===== config.mk =====
export PLATFORM = sky130hd
export DESIGN_NAME = debug_control_memory_dump
export DESIGN_NICKNAME = d
export VERILOG_FILES = /design/src/rtl/debug_pkg.sv /design/src/rtl/debug_chunk_serializer.sv /design/src/rtl/debug_control_memory_dump.sv
export SDC_FILE = /design/constraint.sdc
export NUM_CORES = 1
export LEC_CHECK = 0
export ABC_AREA = 1
export CORE_MARGIN = 2
export CORE_UTILIZATION = 41
export CTS_CLUSTER_DIAMETER = 150
export DETAILED_ROUTE_END_ITERATION = 8
export PLACE_DENSITY = 0.77
export SLEW_MARGIN = 30
export SYNTH_ARGS = -nofsm -noshare
export SYNTH_HDL_FRONTEND = slang
export SYNTH_SLANG_ARGS = --single-unit

===== constraint.sdc =====
create_clock -name i_clock -period 1.75 [get_ports i_clock]
set_input_delay 0.4375 -clock i_clock [delete_from_list [all_inputs] [get_ports i_clock]]
set_output_delay 0.4375 -clock i_clock [all_outputs]
set_load 0.005 [all_outputs]

===== src/rtl/debug_pkg.sv =====
// Shared definitions for the debug-unit controllers: request codes, FSM encoding
// and a width helper for counters.
package debug_pkg;

  localparam logic [5:0] ID_MEMORY_DUMP   = 6'b000000;
  localparam logic [5:0] ID_REGISTER_DUMP = 6'b000001;
  localparam logic [5:0] ID_PC_DUMP       = 6'b000010;

  localparam logic [2:0] ST_IDLE = 3'd0;
  localparam logic [2:0] ST_READ = 3'd1;
  localparam logic [2:0] ST_WAIT = 3'd2;
  localparam logic [2:0] ST_SEND = 3'd3;
  localparam logic [2:0] ST_DONE = 3'd4;

  typedef enum logic [2:0] {
    S_IDLE = ST_IDLE,
    S_READ = ST_READ,
    S_WAIT = ST_WAIT,
    S_SEND = ST_SEND,
    S_DONE = ST_DONE
  } dump_state_t;

  function automatic int clog2(input int value);
    int result;
    result = 0;
    while ((1 << result) < value) result++;
    return result;
  endfunction

endpackage


===== src/rtl/debug_chunk_serializer.sv =====
// Holds one memory word and presents it as zero-extended NB_LATCH-bit chunks,
// LSB chunk first, over a ready/valid handshake.
module debug_chunk_serializer
  import debug_pkg::*;
#(
  parameter int NB_LATCH         = 32,
  parameter int NB_INPUT_SIZE    = 32,
  parameter int NB_CONTROL_FRAME = 32
) (
  input  logic                        i_clock,
  input  logic                        i_reset,
  input  logic                        load,
  input  logic                        clear,
  input  logic [NB_INPUT_SIZE-1:0]    data,
  input  logic                        ready,
  output logic                        valid,
  output logic [NB_CONTROL_FRAME-1:0] frame,
  output logic                        last
);

  localparam int N_CHUNKS     = (NB_INPUT_SIZE + NB_LATCH - 1) / NB_LATCH;
  localparam int NB_PADDED    = N_CHUNKS * NB_LATCH;
  localparam int NB_CHUNK_CNT = (clog2(N_CHUNKS) > 0) ? clog2(N_CHUNKS) : 1;

  logic [NB_PADDED-1:0]    data_reg;
  logic [NB_CHUNK_CNT-1:0] chunk_cnt;
  logic [NB_LATCH-1:0]     chunk;

  // The padded register makes the top chunk's unused bits read back as zero.
  assign chunk = data_reg[int'(chunk_cnt)*NB_LATCH +: NB_LATCH];
  assign frame = NB_CONTROL_FRAME'(chunk);
  assign last  = (chunk_cnt == NB_CHUNK_CNT'(N_CHUNKS - 1));

  always_ff @(posedge i_clock or posedge i_reset) begin
    if (i_reset) begin
      data_reg  <= '0;
      chunk_cnt <= '0;
      valid     <= 1'b0;
    end else if (clear) begin
      chunk_cnt <= '0;
      valid     <= 1'b0;
    end else if (load) begin
      data_reg  <= NB_PADDED'(data);
      chunk_cnt <= '0;
      valid     <= 1'b1;
    end else if (valid && ready) begin
      if (last) begin
        chunk_cnt <= '0;
        valid     <= 1'b0;
      end else begin
        chunk_cnt <= chunk_cnt + 1'b1;
      end
    end
  end

endmodule


===== src/rtl/debug_control_memory_dump.sv =====
// Dumps N_WORDS consecutive data-memory words to the frame interface, one chunk
// per frame, starting on a rising edge of the matching debug request.
module debug_control_memory_dump
  import debug_pkg::*;
#(
  parameter int          NB_LATCH         = 32,
  parameter int          NB_INPUT_SIZE    = 32,
  parameter int          NB_CONTROL_FRAME = 32,
  parameter logic [5:0]  CONTROLLER_ID    = ID_MEMORY_DUMP,
  parameter int          N_WORDS          = 64,
  parameter int          BASE_ADDR        = 0,
  parameter int          NB_ADDR          = 10,
  parameter int          MEM_LATENCY      = 1
) (
  input  logic                        i_clock,
  input  logic                        i_reset,
  input  logic [5:0]                  i_request_select,
  input  logic [NB_INPUT_SIZE-1:0]    i_data_from_mips,
  input  logic                        i_tx_ready,
  output logic [NB_CONTROL_FRAME-1:0] o_frame_to_interface,
  output logic                        o_frame_valid,
  output logic                        o_mem_re,
  output logic [NB_ADDR-1:0]          o_mem_addr,
  output logic                        o_writing,
  output logic                        o_done
);

  localparam int         NB_WORD_CNT = (clog2(N_WORDS) > 0) ? clog2(N_WORDS) : 1;
  localparam logic [1:0] WAIT_LAST   = (MEM_LATENCY > 0) ? 2'(MEM_LATENCY - 1) : 2'd0;

  dump_state_t            state;
  logic [NB_WORD_CNT-1:0] word_cnt;
  logic [1:0]             wait_cnt;
  logic                   match_r;
  logic                   request_match;
  logic                   start;
  logic                   abort;
  logic                   capture;
  logic                   sent_last;
  logic                   ser_last;
  logic [NB_ADDR-1:0]     next_addr;

  assign request_match = (i_request_select == CONTROLLER_ID);
  assign start         = request_match & ~match_r;
  assign abort         = ((state == S_READ) || (state == S_WAIT) || (state == S_SEND))
                         && !request_match;
  // Data is sampled on the exact cycle the memory drives it, so no skid buffer is needed.
  assign capture       = !abort && ((MEM_LATENCY == 0) ? (state == S_READ)
                                    : ((state == S_WAIT) && (wait_cnt == WAIT_LAST)));
  assign sent_last     = o_frame_valid && i_tx_ready && ser_last;
  assign next_addr     = NB_ADDR'(BASE_ADDR + int'(word_cnt) + 1);

  debug_chunk_serializer #(
    .NB_LATCH         (NB_LATCH),
    .NB_INPUT_SIZE    (NB_INPUT_SIZE),
    .NB_CONTROL_FRAME (NB_CONTROL_FRAME)
  ) u_serializer (
    .i_clock (i_clock),
    .i_reset (i_reset),
    .load    (capture),
    .clear   (abort),
    .data    (i_data_from_mips),
    .ready   (i_tx_ready),
    .valid   (o_frame_valid),
    .frame   (o_frame_to_interface),
    .last    (ser_last)
  );

  always_ff @(posedge i_clock or posedge i_reset) begin
    if (i_reset) begin
      state      <= S_IDLE;
      word_cnt   <= '0;
      wait_cnt   <= '0;
      match_r    <= 1'b0;
      o_mem_re   <= 1'b0;
      o_mem_addr <= '0;
      o_writing  <= 1'b0;
      o_done     <= 1'b0;
    end else begin
      match_r  <= request_match;
      o_mem_re <= 1'b0;
      o_done   <= 1'b0;
      if (abort) begin
        state     <= S_IDLE;
        word_cnt  <= '0;
        wait_cnt  <= '0;
        o_writing <= 1'b0;
      end else begin
        case (state)
          S_IDLE: begin
            if (start) begin
              state      <= S_READ;
              word_cnt   <= '0;
              o_mem_re   <= 1'b1;
              o_mem_addr <= NB_ADDR'(BASE_ADDR);
              o_writing  <= 1'b1;
            end
          end
          S_READ: begin
            wait_cnt <= '0;
            state    <= (MEM_LATENCY == 0) ? S_SEND : S_WAIT;
          end
          S_WAIT: begin
            if (wait_cnt == WAIT_LAST) state <= S_SEND;
            else wait_cnt <= wait_cnt + 1'b1;
          end
          S_SEND: begin
            if (sent_last) begin
              if (word_cnt == NB_WORD_CNT'(N_WORDS - 1)) begin
                state  <= S_DONE;
                o_done <= 1'b1;
              end else begin
                state      <= S_READ;
                word_cnt   <= word_cnt + 1'b1;
                o_mem_re   <= 1'b1;
                o_mem_addr <= next_addr;
              end
            end
          end
          S_DONE: begin
            state     <= S_IDLE;
            word_cnt  <= '0;
            o_writing <= 1'b0;
          end
          default: state <= S_IDLE;
        endcase
      end
    end
  end

endmodule


==> impl_metrics.tcl <==
set metrics [dict create \
    final_cells 472 \
    ys_warn_count 0 \
    routed_wl_um 5457 \
    nNetsFinal 439 \
    root_buffer "clkbuf_8" \
    cts_tree "built" \
    worst_ep_required_time_ps 1310 \
    final_layout_size_suffix_gt1_share_pct 11.59 \
    synthFlopType "dfrtp_1" \
    total_leakage_power_nw 1.797 \
    die_w_um 82.22 \
    route.detailed.drc 0 \
    dpl_cell_area_um2 3521 \
    die_h_um 82.22 \
    finalSetupViolCount 0 \
    cts_setup_buffers 0 \
    slowest_stage "clkdlybuf4s50_1" \
    setup-tns-final_ps 0 \
    finalInstanceArea_um2 3618 \
    max_stage_delay_ps 520 \
    port_buffers 83 \
    max_freq_mhz 612.4 \
    synthCells 305 \
    seq_area_frac_synth_pct 54.86 \
    grt_pass1_wl_um 9059 \
    antenna_found_initial 0 \
    largest_reg_flops 32 \
    avgSynthCellArea_um2 8.225 \
    wl_per_cell_um 11.56 \
    start_util_pct 42.37 \
    hold_viol 0 \
    worstSetupEndpointType "output port" \
    critPathMaxFanout 2 \
    cts_max_level 2 \
    synth_top_area_cell "dfrtp_1" \
    startpoint_type "flip-flop" \
    vias 2187 \
    synthTopCellsByCount "nand2_1, dfrtp_1, nand3_1, nor2_1, inv_1" \
    track_usage_pct 17.33 \
    synth.area.top_cells "dfrtp_1, nand2_1, nand3_1, nor2_1, inv_1" \
    min_period_ps 1633 \
    slew_viol_final 0 \
    period_share_pct 93.31 \
    grt_remaining_overflow 0 \
    pwr_density_cell_nw_per_um2 967.7 \
    worstSetupPathType "flip-flop to output port" \
    yosysUniqueCellTypes 24 \
    dpl.hpwl_um 4018 \
    synth-edff-count 0 \
    clkTransAtPathRegs_ps 100 \
    viasPerCell 4.633 \
    gp_congestion 0.8087 \
    yosysTopAreaCellShare_pct 54.86 \
    synthMostInstantiatedCell "nand2_1" \
    area_growth_pct 44.24 \
    diodes 0 \
    vdd_drop_max_v 0.0004218 \
    fp.dieArea_um2 6760 \
    critPathArrivalTime_ps 1200 \
    clock_skew_ps 4.969 \
    grt_pass1_vias 2106 \
    cap_violations 0 \
    placed_cells 464 \
    clkLatencyLatePin_ps 310 \
    hold_path_class "flip-flop to flip-flop" \
    ant_nets 0 \
    cts_buffers 5 \
    status "finished, final reports clean" \
    dr.pass1.iters 4 \
    grt_max_degree 56 \
    crit_chain "clkdlybuf4s50_1" \
    core_um2 5921 \
    clockBufferDepth 2 \
    cp_top_family "buffers and inverters" \
    ys_seq_elements 55 \
    ios 87 \
    grt_setup_unrepaired "false" \
    hold_slack_ps 478.4 \
    netlist_area_um2 2509 \
    synthArstFlopShare_pct 100.0 \
    cts.sinks 55 \
    crit_buf_inv 1 \
    num_rows 28 \
    dr.first_iter.drc_count 137 \
    totalPowerFinal_w 0.003502 \
]
## per-stage QoR
step | setup slack (ps) | util (%)
final | 117.2 | 61.12
after global routing | 18.03 | 61.12
after CTS | 100.8 | 61.03
after detailed placement | -154.3 | 59.47
after global placement | -92.68 | 59.47
after floorplan | 305.7 | -
## per-layer routing
metal	track usage [%]	vias to the layer above	part of all wire, %	routed length (um)
li1	-	1132	-	-
met1	20.58	988	45	2482
met2	30.65	62	49	2669
met3	4.457	5	4.5	248
met4	5.333	0	1.0	57
met5	0	-	0	0
## cell families (layout without fill, tap and decap cells)
family	Yosys count	count (layout)	share of synthesized area, %
AO/OA/AOI/OAI	15	15	3.890
AND/OR/NAND/NOR	198	198	33.92
buffers and inverters	34	124	6.184
flip-flops	55	55	54.86
other	1	3	0.1495
adder cells (fa/ha/maj)	2	2	0.9973
## power breakdown
group	leakage [nW]	internal, W	switching [W]
Combinational	0.993	0.000585	0.000674
Sequential	0.758	0.00142	0.000110
Clock	0.0461	0.000290	0.000421
## cells in the final DEF (no fill, tap or decap), types with 4 or more instances in the layout
| cell | instances |
|---|---|
| buf_12 | 5 |
| buf_4 | 7 |
| clkbuf_8 | 5 |
| clkdlybuf4s50_1 | 83 |
| dfrtp_1 | 55 |
| inv_1 | 14 |
| inv_2 | 6 |
| nand2_1 | 121 |
| nand2_2 | 4 |
| nand3_1 | 43 |
| nor2_1 | 18 |
| nor2_2 | 5 |
| o21ai_1 | 4 |
| o21ai_2 | 5 |
## final timing paths
| check | startpoint | slack (ps) | cells after the start | end |
|---|---|---|---|---|
| min | u_serializer.data_reg[21] | 480 | 2 | u_serializer.data_reg[21] |
| max reg2reg | word_cnt[1] | 160 | 11 | o_mem_addr[0] |
| max in group asynchronous | i_reset | 980 | 3 | wait_cnt[0] |
| min reg2reg | u_serializer.data_reg[21] | 480 | 2 | u_serializer.data_reg[21] |
| min in group asynchronous | i_reset | 540 | 3 | o_mem_re |
| max | u_serializer.data_reg[8] | 120 | 1 | o_frame_to_interface[8] |
## timing repair
action                     4_1_cts  5_1_grt
setup endpoints to repair        0        7
hold buffers                     0        0
gates resized for setup          0        2
## area by class of cell
type	instances	area, um2
clock buffers	5	68.82
clock inverters	3	23.77
fillers	529	2302
inverters	21	82.58
multi-input cells	218	989.7
flip-flops and latches	55	1376
well taps	75	93.84
repair buffers	95	983.4
(Power assumes the default switching activity.)
